[config.mk]
export PLATFORM = sky130hd
export DESIGN_NAME = pq_arbiter
export DESIGN_NICKNAME = d
export VERILOG_FILES = /design/src/rtl/pq_arbiter_pkg.sv /design/src/rtl/pq_arbiter_rr_arbiter.sv /design/src/rtl/pq_arbiter.sv
export SDC_FILE = /design/constraint.sdc
export NUM_CORES = 1
export LEC_CHECK = 0
export CAP_MARGIN = 10
export CORE_ASPECT_RATIO = 0.8
export CORE_MARGIN = 2
export CORE_UTILIZATION = 43
export CTS_BUF_LIST = sky130_fd_sc_hd__clkbuf_8
export DETAILED_ROUTE_END_ITERATION = 8
export PLACE_DENSITY_LB_ADDON = 0.05
export SLEW_MARGIN = 20
export SYNTH_ARGS = -nofsm -noshare
export SYNTH_HDL_FRONTEND = slang
export SYNTH_SLANG_ARGS = --single-unit
[constraint.sdc]
create_clock -name clk -period 4.2 [get_ports clk]
set_input_delay 0.84 -clock clk [delete_from_list [all_inputs] [get_ports clk]]
set_output_delay 0.84 -clock clk [all_outputs]
set_load 0.01 [all_outputs]
[src/rtl/pq_arbiter_pkg.sv]
// Shared types for the priority-queue arbiter: key-value layout, queue
// operation codes and the arbiter FSM state encoding.
package pq_arbiter_pkg;

  localparam int KEY_W = 8;
  localparam int VAL_W = 8;
  localparam int KV_W  = KEY_W + VAL_W;

  typedef struct packed {
    logic [KEY_W-1:0] key;
    logic [VAL_W-1:0] val;
  } kv_t;

  typedef enum logic [1:0] {
    OP_NOP     = 2'd0,
    OP_ENQ     = 2'd1,
    OP_DEQ     = 2'd2,
    OP_REPLACE = 2'd3
  } pq_op_t;

  typedef enum logic [1:0] {
    ST_IDLE  = 2'd0,
    ST_ISSUE = 2'd1,
    ST_WAIT  = 2'd2,
    ST_RESP  = 2'd3
  } pq_arb_state_t;

endpackage

[src/rtl/pq_arbiter_rr_arbiter.sv]
// Combinational round-robin picker: first asserted request at or after ptr,
// wrapping modulo N. Returns a one-hot grant and its encoded index.
module rr_arbiter #(
  parameter int N    = 4,
  parameter int ID_W = $clog2(N)
) (
  input  logic [N-1:0]    req,
  input  logic [ID_W-1:0] ptr,
  output logic [N-1:0]    gnt,
  output logic [ID_W-1:0] id
);

  logic [ID_W-1:0] w_idx;
  logic            w_found;

  always_comb begin
    gnt     = '0;
    id      = '0;
    w_found = 1'b0;
    w_idx   = '0;
    for (int i = 0; i < N; i++) begin
      w_idx = ID_W'((int'(ptr) + i) % N);
      if (!w_found && req[w_idx]) begin
        w_found    = 1'b1;
        gnt[w_idx] = 1'b1;
        id         = w_idx;
      end
    end
  end

endmodule

[src/rtl/pq_arbiter.sv]
// Round-robin front end sharing one priority queue between NREQ ports;
// one transaction in flight, with an occupancy counter.
module pq_arbiter
  import pq_arbiter_pkg::*;
#(
  parameter int NREQ  = 4,
  parameter int DEPTH = 16,
  parameter int ID_W  = $clog2(NREQ),
  parameter int CNT_W = $clog2(DEPTH + 1)
) (
  input  logic                 clk,
  input  logic                 rst,
  // Request handshake: a port raises req_valid with op/kv and holds them
  // stable until req_ack pulses for it; the ack cycle ends the request.
  input  logic [NREQ-1:0]      req_valid,
  input  logic [2*NREQ-1:0]    req_op,
  input  logic [KV_W*NREQ-1:0] req_kv,
  output logic [NREQ-1:0]      req_ack,
  output logic                 rsp_valid,
  output logic [ID_W-1:0]      rsp_id,
  output logic [KV_W-1:0]      rsp_kv,
  output logic                 rsp_err,
  output logic [CNT_W-1:0]     count,
  output logic                 pq_enq,
  output logic                 pq_deq,
  output logic                 pq_replace,
  output logic [KV_W-1:0]      pq_kvi,
  input  logic [KV_W-1:0]      pq_kvo,
  input  logic                 pq_full,
  input  logic                 pq_empty,
  input  logic                 pq_busy,
  output logic [1:0]           dbg_state
);

  pq_arb_state_t   r_state;
  logic [ID_W-1:0] r_ptr;
  logic [ID_W-1:0] r_id;
  pq_op_t          r_op;
  logic [KV_W-1:0] r_kv;
  logic [KV_W-1:0] r_rsp_kv;
  logic            r_rsp_valid;
  logic            r_rsp_err;
  logic [CNT_W-1:0] r_count;

  logic [NREQ-1:0] w_gnt;
  logic [ID_W-1:0] w_gnt_id;
  logic [1:0]      w_sel_op;
  logic [KV_W-1:0] w_sel_kv;
  logic            w_legal;
  logic            w_issue;

  rr_arbiter #(.N(NREQ), .ID_W(ID_W)) u_rr (
    .req (req_valid),
    .ptr (r_ptr),
    .gnt (w_gnt),
    .id  (w_gnt_id)
  );

  always_comb begin
    w_sel_op = '0;
    w_sel_kv = '0;
    for (int i = 0; i < NREQ; i++) begin
      if (w_gnt[i]) begin
        w_sel_op = req_op[2*i +: 2];
        w_sel_kv = req_kv[KV_W*i +: KV_W];
      end
    end
  end

  // Legality is judged on the queue flags seen in the ISSUE cycle itself.
  always_comb begin
    case (r_op)
      OP_ENQ:             w_legal = !pq_full;
      OP_DEQ, OP_REPLACE: w_legal = !pq_empty;
      default:            w_legal = 1'b0;
    endcase
  end

  assign w_issue    = (r_state == ST_ISSUE) && w_legal;
  assign pq_enq     = w_issue && (r_op == OP_ENQ);
  assign pq_deq     = w_issue && (r_op == OP_DEQ);
  assign pq_replace = w_issue && (r_op == OP_REPLACE);
  assign req_ack    = (r_state == ST_ISSUE) ? (NREQ'(1) << r_id) : '0;

  assign pq_kvi    = r_kv;
  assign rsp_valid = r_rsp_valid;
  assign rsp_id    = r_id;
  assign rsp_kv    = r_rsp_kv;
  assign rsp_err   = r_rsp_err;
  assign count     = r_count;
  assign dbg_state = r_state;

  always_ff @(posedge clk) begin
    if (rst) begin
      r_state     <= ST_IDLE;
      r_ptr       <= '0;
      r_id        <= '0;
      r_op        <= OP_NOP;
      r_kv        <= '0;
      r_rsp_kv    <= '0;
      r_rsp_valid <= 1'b0;
      r_rsp_err   <= 1'b0;
      r_count     <= '0;
    end else begin
      r_rsp_valid <= 1'b0;
      case (r_state)
        ST_IDLE: begin
          if ((|req_valid) && !pq_busy) begin
            r_id      <= w_gnt_id;
            r_op      <= pq_op_t'(w_sel_op);
            r_kv      <= w_sel_kv;
            r_rsp_err <= 1'b0;
            r_state   <= ST_ISSUE;
          end
        end
        ST_ISSUE: begin
          r_ptr <= (r_id == ID_W'(NREQ - 1)) ? '0 : r_id + ID_W'(1);
          if (w_legal) begin
            r_rsp_kv  <= (r_op == OP_ENQ) ? '0 : pq_kvo;
            r_rsp_err <= 1'b0;
            r_state   <= ST_WAIT;
          end else begin
            r_rsp_kv    <= '0;
            r_rsp_err   <= 1'b1;
            r_rsp_valid <= 1'b1;
            r_state     <= ST_RESP;
          end
        end
        ST_WAIT: begin
          if (!pq_busy) begin
            r_rsp_valid <= 1'b1;
            // Count moves with the response so it is current while rsp_valid is high.
            if (r_op == OP_ENQ && r_count != CNT_W'(DEPTH)) r_count <= r_count + CNT_W'(1);
            if (r_op == OP_DEQ && r_count != '0)            r_count <= r_count - CNT_W'(1);
            r_state <= ST_RESP;
          end
        end
        ST_RESP: r_state <= ST_IDLE;
        default: r_state <= ST_IDLE;
      endcase
    end
  end

endmodule

After elaboration in Yosys (flattened, before gate mapping)
Index checks and enable logic that the tools add are counted.
{"block": "word_totals", "reg_bits": 47, "input_bits": 97, "out_inout_bits": 50, "wordCells": 119}
{"block": "op_classes", "n_addsub": 6, "n_lt_le_gt_ge": 8, "eq_ne": 10, "n_shift": 1, "mux": 51, "n_bitwise": 4, "reduce_logical": 30}
{"operator": "two-way mux 16 bit", "count": 6}
{"operator": "two-way mux 2 bit", "count": 11}
{"operator": "two-way mux 4 bit", "count": 5}
{"operator": "two-way mux 1 bit", "count": 15}
{"operator": "logical AND 1 bit", "count": 14}
{"operator": "less-than comparator 2 x 3 -> 1 bit (second input constant)", "count": 4}
{"operator": "bitwise OR 4 bit", "count": 3}
{"operator": "== test 2 bit (second input constant)", "count": 5}
{"operator": "two-way mux 5 bit", "count": 2}
{"operator": "binary-select mux 1 bit (select 2 bit)", "count": 4}
{"operator": "demux 1 bit (select 2 bit)", "count": 4}
{"operator": ">= comparator 2 x 1 -> 1 bit (second input constant)", "count": 4}
{"operator": "one-hot mux 2 bit (4 select lines)", "count": 1}
{"operator": "zero test 1 bit", "count": 6}
{"operator": "one-hot mux 1 bit (2 select lines)", "count": 3}
{"operator": "AND reduction 2 bit", "count": 3}
{"operator": "adder 5 x 1 -> 5 bit (second input constant)", "count": 1}
{"operator": "inequality test 5 bit (second input constant)", "count": 1}
{"operator": "nonzero test 5 bit", "count": 1}
{"operator": "subtractor 5 x 1 -> 5 bit (second input constant)", "count": 1}
{"operator": "adder 2 x 1 -> 2 bit (second input constant)", "count": 2}
{"operator": "adder 2 bit (second input constant)", "count": 2}
{"operator": "== test 2 x 1 -> 1 bit (second input constant)", "count": 2}
{"operator": "inequality test 2 bit (second input constant)", "count": 2}
{"operator": "other kinds (7)", "count": 8}

Longest topological paths before layout
Gate-level depths: netlist of run 1.
{"block": "logic_depth", "word_depth": 16, "mapped_depth": 12, "depth_no_buf": 10}

Hierarchy
From an unflattened synthesis of run 1, not the netlist that was laid out.
{"block": "hier_totals", "hier_cells": 366, "hier_area_um2": 3025.4}
{"module": "pq_arbiter", "instances": 1, "cells_each": 301, "area_per_inst_um2": 2536.2, "seq_area_each_um2": 940.9}
{"module": "rr_arbiter", "instances": 1, "cells_each": 65, "area_per_inst_um2": 489.2, "seq_area_each_um2": 0.0}

Least setup slack after synthesis of run 1
No wires, ideal clock.
{"block": "synth_timing", "path_type": "reg-to-reg", "from": "reg r_ptr[0]", "to": "reg r_kv[10], in the netlist pq_kvi[10]", "setup_time_ps": 133, "t_arrival_ps": 3041, "t_required_ps": 4067, "path_slack_ps": 1027, "path_stages_with_launch": 12, "n_path_buf": 4, "synth_period_minus_slack_ps": 3173, "cell_sequence": "dfxtp_1 buf_2 inv_1 ha_1 clkbuf_1 mux4_1 nor2b_1 a221oi_2 and3_1 buf_4 buf_4 a311oi_2"}
{"block": "synth_via", "elab_chain_len": 16, "word_cells_on_any_way": 51, "cone_classes": "add/sub (3); order compare (8); mux (27); bitwise (3); reduce/logical (10)"}
{"item": "start, declared", "line": "pq_arbiter.sv:36", "source": "logic [ID_W-1:0] r_ptr;"}
{"item": "start signal, assigned", "line": "pq_arbiter.sv:117", "source": "r_ptr <= (r_id == ID_W'(NREQ - 1)) ? '0 : r_id + ID_W'(1);"}
{"item": "parallel branches: the longest is 11 deep, another holds less-than comparator 2 x 3 -> 1 bit"}
{"item": "two-way mux 4 bit *", "line": "pq_arbiter_rr_arbiter.sv:23", "source": "if (!w_found && req[w_idx]) begin"}
{"item": "two-way mux 16 bit (3 in series)", "line": "pq_arbiter.sv:63", "source": "if (w_gnt[i]) begin"}
{"item": "two-way mux 16 bit *", "line": "pq_arbiter.sv:63"}
{"item": "end signal, assigned", "line": "pq_arbiter.sv:111", "source": "r_kv <= w_sel_kv;"}
{"item": "end, declared", "line": "pq_arbiter.sv:39", "source": "logic [KV_W-1:0] r_kv;"}
Mark *: on every way between the ends. The select of a mux whose other input is x is not followed.
A chain may end at the register's enable or synchronous reset.

Worst setup path in the final report of run 1
{"block": "layout_timing", "from": "reg r_ptr[1]", "to": "reg r_kv[14], in the netlist pq_kvi[14]"}
Same word-level chain as after synthesis.

==> key figures, run 1 <==
Synth
  • Count leader, synth: nor2_1
  • Mean Syn Cell Area: 8.02 um^2
  • Sequential cell area fraction in the yosys report: 0.302
  • Netlist Area Pre-Place: 3110 um^2
  • Distinct cells, synth: 51
  • EDFF count, synth: 0
  • Ys async rst share: 0
  • Commonest cells in the synthesized netlist: nor2_1 (65), nand2_1 (51), dfxtp_1 (47), nor3_1 (22), o31ai_1 (19)
  • FF+latch count, synth: 47
  • Syn Nets: 504
  • Synth top area cells: dfxtp_1 (30%), nor2_1 (7.8%), ha_1 (7.2%), nand2_1 (6.2%), a311oi_2 (4.8%)
  • Synth area leader: dfxtp_1
  • Predominant post-synthesis flop cell: dfxtp_1
  • Synth warn: 0
  • Share of Yosys cell area claimed by the top area cell type: 0.302
  • Post-Syn Instances: 388

CTS
  • Worst-path clk slew: 80 ps
  • CTS tree: built
  • H-tree levels: 2
  • Worst skew pair latency: 300 ps
  • # resized after CTS: 0
  • Num CTS Buffers: 5
  • CTS root buffer: clkbuf_8
  • Maximum root-to-sink buffer count: 2
  • Post-CTS Setup Inserts: 0
  • Hold_buf cts: 0
  • Clk sink count: 47

Final layout
  • Layout Nets: 633
  • Share of cells above drive strength 1: 0.0637
  • Fillers: 616
  • Diode count: 0
  • Area grow syn2layout: 49.4%

GRT
  • Initial antenna violation count: 0
  • Vias in the first global route: 3,358
  • Gr usage total: 0.249
  • Grt total ovfl: 0
  • First-pass GRT wire length: 16,000 um
  • Largest net degree at the start of global routing: 48

STA
  • Max Fclk: 294 MHz
  • Final period demand of the worst path: 3400 ps
  • Finish-stage setup viols: 0
  • Setup WS post-layout: 795 ps
  • RSZ-0062 raised after global routing: no
  • Final Skew: 6.00 ps
  • Post-route setup TNS: 0 ps
  • Max Transition Viols Final: 0
  • Relative slew slack: 0.370
  • Final worst path period share: 0.811
  • Slew @ Worst Pin: 944 ps
  • Fin. Hold Viols: 0

Routing
  • Avg WL per Cell: 16.6 um
  • Post-route DRC: 0
  • Final ANT Viol Nets: 0
  • DRT Pass-1 Iters: 4
  • Initial DRC count: 100
  • Routed WL: 10,000 um
  • Vias: 3,341
  • Via density: 5.52

Status
  • Status: complete, no violations

Floorplan
  • Standard-cell rows: 27
  • Die Span Y: 80.1 um
  • Starting Density: 0.447
  • Die width: 99.1 um
  • Die area: 7930 um^2
  • Core ar.: 6960 um^2
  • # IOs: 147

Place
  • HPWL Detailed: 7340 um
  • Gp weighted congestion: 0.835
  • Port Buf Inserts: 146
  • Pre-CTS setup slack: 495 ps

Power
  • Clock power share: 0.108
  • Combinational share of power: 0.624
  • Peak supply drop: 291 uV
  • Sequential share of power: 0.268
  • Leak: 1.70 nW
  • P_sw: 1.07 mW
  • Net Sw Frac: 0.447
  • Tot Pwr: 2.40 mW
  • Pwr Density: 517 nW/um^2
  • Cell-internal power: 1.33 mW

Worst setup path
  • Worst Path Max Fanout: 18
  • CP endpoint kind: flop
  • FF-to-FF path depth: 7
  • CP Launch Type: flop
  • Required time worst endpoint: 4330 ps
  • Critical path class: reg2reg
  • Critical Path AT: 3530 ps

Job
  • Max cap viols: 0

Hold path
  • Min-delay worst type: reg2reg
  • WHS Path Cells: 2
metrics by stage:
| stage | hold slack, ps | area (um^2) | instances | utilization |
|---|---|---|---|---|
| 6_report | 504 | 4650 | 605 | 0.668 |
| 3_5_place_dp | 490 | 4570 | 597 | 0.656 |
| 3_3_place_gp | 479 | 4570 | 597 | 0.656 |
| 2_1_floorplan | 520 | 3110 | 388 | - |
| 5_1_grt | 537 | 4650 | 605 | 0.668 |
| 4_1_cts | 511 | 4650 | 605 | 0.668 |
cells by family after synthesis:
group	Yosys count	share of synthesized area
and+or+nand+nor	173	0.249
AOI/OAI and AO/OA	91	0.244
DFF	47	0.302
buffers and inverters	45	0.0676
adders and majority gates	19	0.0788
muxes	10	0.0495
xor gates and xnor gates	3	0.00845
cells in the final DEF (no fill, tap or decap), types with 3 or more instances in the layout:
cell type        count
ha_1                18
a311oi_1             8
nor3_1              22
mux4_2               3
nand2b_1             4
nor2_1              65
inv_1               17
nand2_1             51
nor2b_1              8
dfxtp_1             47
o31ai_1             19
nand3b_1             3
clkdlybuf4s50_1    145
and2_1               6
a21oi_1             12
clkbuf_8             5
a311oi_2            10
o21ai_0              8
buf_4                6
a211oi_1             3
a22oi_1             16
mux2i_1              6
o211a_1              3
routing by layer:
layer,global-route usage,vias up,wire (um)
met5,0,-,0
met4,0.0616,0,96
met3,0.0618,8,885
met2,0.428,139,4690
li1,-,1636,-
met1,0.316,1558,4360
power by group through the flow:
| stage | Sequential [mW] | Combinational (mW) | Clock [mW] |
|---|---|---|---|
| 6_report | 0.643 | 1.50 | 0.259 |
| 5_1_grt | 0.662 | 1.65 | 0.286 |
| 4_1_cts | 0.644 | 1.50 | 0.271 |
| 3_5_place_dp | 0.653 | 1.50 | 0 |
| 3_3_place_gp | 0.651 | 1.46 | 0 |
| 2_1_floorplan | 0.684 | 0.955 | 0 |
sequential cells by signal (all words and copies together), names as in the netlist:
name,cells
r_ptr,2
rsp_id,2
rsp_err,1
dbg_state,2
count,5
pq_kvi,16
r_op,2
rsp_kv,16
rsp_valid,1
area by class of cell:
class / count / area (um^2) / share of cell area
clock buffer: 5 / 68.8 / 0.0148
clock inverter: 3 / 12.5 / 0.00269
inverter: 15 / 56.3 / 0.0121
multi-input combinational: 296 / 1960 / 0.422
sequential: 47 / 941 / 0.202
tap: 87 / 109 / 0.0234
timing repair buffer: 152 / 1500 / 0.323
worst max-delay path: stages (launching register included):
cell and delay, ps:
dfxtp_1 640, inv_1 160, ha_1 540, mux4_1 420, nor2b_1 190, a221oi_2 270, and3_1 800, a311oi_2 210
worst paths after layout:
| check | from | endpoint | slack [ps] |
|---|---|---|---|
| max | r_ptr[1] | pq_kvi[14] | 800 |
| min reg2reg | rsp_err | rsp_err | 500 |
| max reg2reg | r_ptr[1] | pq_kvi[14] | 800 |
| min | rsp_err | rsp_err | 500 |
Note: power is estimated with default switching activity, not from simulation.
==> inputs of run 2 (changes only) <==
CORE_UTILIZATION = 39   (was 43)
clock period = 3.1 ns   (was 4.2 ns; I/O delays follow)
==> run 2 against run 1 <==
Via count increased by 0.72%. Power increased by 46%. Cell area up 4.5%. Critical path type is now in2reg. Largest cell class unchanged. Largest power group unchanged. Highest routed layer unchanged.
==> key figures, run 2 (same netlist as run 1, synthesis figures left out) <==
GRT
  • Largest net degree at the start of global routing: 48 (unchanged)
  • Grt total ovfl: 0 (unchanged)
  • First-pass GRT wire length: 16,000 um (-0.22%)
  • Initial antenna violation count: 0 (unchanged)
  • Gr usage total: 0.220 (-0.0288)
  • Vias in the first global route: 3,281 (-2.3%)

Final layout
  • Share of cells above drive strength 1: 0.0938 (+0.0301)
  • Layout Nets: 648 (+2.4%)
  • Commonest non-fill, non-tap cell in the layout: clkdlybuf4s50_1
  • Fin area: 4860 um^2 (+4.5%)
  • Diode count: 0 (unchanged)
  • Post-route insts no fill: 641 (+6.0%)
  • Fillers: 718 (+17%)
  • Area grow syn2layout: 56.2%
  • Commonest cells after routing, fill and taps aside: clkdlybuf4s50_1 (145), nor2_1 (65), nand2_1 (51)

STA
  • Post-route setup TNS: 0 ps (unchanged)
  • Relative slew slack: 0.390 (+0.0196)
  • Max Transition Viols Final: 0 (unchanged)
  • Final period demand of the worst path: 2800 ps
  • Fin. Hold Viols: 0 (unchanged)
  • Hold WS: 515 ps (+10.8 ps)
  • Finish-stage setup viols: 0 (unchanged)
  • Max Fclk: 357 MHz
  • Slew @ Worst Pin: 915 ps (-29.4 ps)
  • Final Skew: 5.11 ps (-0.887 ps)
  • RSZ-0062 raised after global routing: no
  • Final worst path period share: 0.903

CTS
  • Post-CTS Setup Inserts: 0 (unchanged)
  • # resized after CTS: 0 (unchanged)
  • Clk sink count: 47 (unchanged)
  • Num CTS Buffers: 5 (unchanged)
  • Maximum root-to-sink buffer count: 2 (unchanged)
  • CTS tree: built
  • Worst skew pair latency: 290 ps (about the same)
  • Hold_buf cts: 0 (unchanged)
  • Worst-path clk slew: 90 ps (about the same)
  • CTS root buffer: clkbuf_8
  • H-tree levels: 2 (unchanged)

Routing
  • Avg WL per Cell: 15.1 um (-9.1%)
  • Final ANT Viol Nets: 0 (unchanged)
  • DRT Pass-1 Iters: 4 (unchanged)
  • Post-route DRC: 0 (unchanged)
  • Initial DRC count: 134 (+34%)
  • Via density: 5.25 (-4.9%)
  • Vias: 3,365 (+0.72%)
  • Routed WL: 9660 um (-3.6%)

Hold path
  • Min-delay src: rsp_err
  • WHS Path Cells: 2 (unchanged)
  • Endpoint, Worst Hold: rsp_err
  • Min-delay worst type: reg2reg

Power
  • Peak supply drop: 394 uV (+36%)
  • Pwr Density: 724 nW/um^2 (+40%)
  • Tot Pwr: 3.52 mW (+46%)
  • Leak: 1.79 nW (+5.1%)

Floorplan
  • Starting Density: 0.397 (-0.0501)
  • Die Span Y: 83.9 um (+4.8%)
  • # IOs: 147 (unchanged)
  • Core ar.: 7840 um^2 (+13%)
  • Standard-cell rows: 29 (+7.4%)
  • Die area: 8710 um^2 (+9.8%)
  • Die width: 104 um (+4.8%)

Place
  • DP Area: 4750 um^2 (+4.1%)
  • Dpl cells: 633 (+6.0%)
  • Port Buf Inserts: 146 (unchanged)
  • Gp weighted congestion: 0.880 (+5.4%)
  • HPWL Detailed: 7100 um (-3.2%)

Worst setup path
  • FF-to-FF path depth: 10 (+3)
  • Critical Path AT: 2990 ps (-540 ps)
  • Required time worst endpoint: 3290 ps (-1040 ps)
  • Worst Path Max Fanout: 18 (unchanged)
  • CP max stage cell: mux4_1
  • Reg-to-reg critical path startpoint: r_ptr[0]
  • Critical path class: in2reg
  • Worst R2R End: pq_kvi[15]
  • Crit-path cells: clkdlybuf4s50_1 > mux4_1 > or2_4 > o221a_4 > a211oi_4 > buf_12 > nand2_1 > a311oi_1
  • Max stage delay on crit path: 600 ps (-200 ps)
  • CP endpoint kind: flop
  • Register-to-register setup slack: 390 ps (-410 ps)
  • CP Launch Type: input port

Job
  • Max cap viols: 0 (unchanged)

Status
  • Status: complete, no violations
## run 2: cell types whose count changed in the layout (fill, tap and decap cells not counted)
cell        delta
a221oi_2       -1
clkinv_2       -1
clkbuf_8       +2
buf_4         +12
inv_1          -2
a221oi_4       +1
clkinvlp_4     +1
buf_12         +3
## run 2: worst max path at each step
stage | from | to | slack [ps]
after global routing | r_ptr[0] | pq_kvi[15] | 180
final | req_valid[0] | pq_kvi[15] | 300
after global placement | req_valid[0] | pq_kvi[12] | 90
after detailed placement | req_valid[0] | pq_kvi[15] | -7
after floorplan | r_ptr[0] | pq_kvi[10] | 100
after CTS | req_valid[0] | pq_kvi[15] | 310
## run 2: routing by layer
layer / global-route usage / vias up / wire length (um)
met4: 0.0430 / 0 / 69
met3: 0.0320 / 4 / 478
met5: 0 / - / 0
li1: - / 1659 / -
met2: 0.367 / 100 / 4650
met1: 0.306 / 1602 / 4460
## run 2: critical path, delay by kind of cell
family	cells	cell delay, ps
buffers and inverters	2	650
AND/OR/NAND/NOR	2	340
multiplexers	1	600
AO/OA/AOI/OAI	3	780
## run 2: metrics by stage
stage               setup WS (ps)  utilization
floorplan                    97.0            -
global placement             93.7        0.607
detailed placement          -7.16        0.607
CTS                           312        0.620
global route                  177        0.620
finish                        301        0.620
## run 2: report_power, final
part	total (mW)	internal [mW]	switching (mW)
Sequential	0.861	0.755	0.106
Clock	0.414	0.203	0.210
Combinational	2.24	1.04	1.20
## run 2: layout make-up
type | count | area, um^2 | area share
inverters | 15 | 56.3 | 0.0116
well taps | 108 | 135 | 0.0278
clock inverters | 1 | 7.51 | 0.00155
clock buffers | 7 | 96.3 | 0.0198
flip-flops and latches | 47 | 941 | 0.194
multi-input cells | 296 | 1970 | 0.406
repair buffers | 167 | 1650 | 0.340
==> inputs of run 3 (changes only) <==
SKIP_LAST_GASP = 1   (was not set)
==> results of run 3 <==
The final DEF is identical to that of run 2; final timing and power are the same.
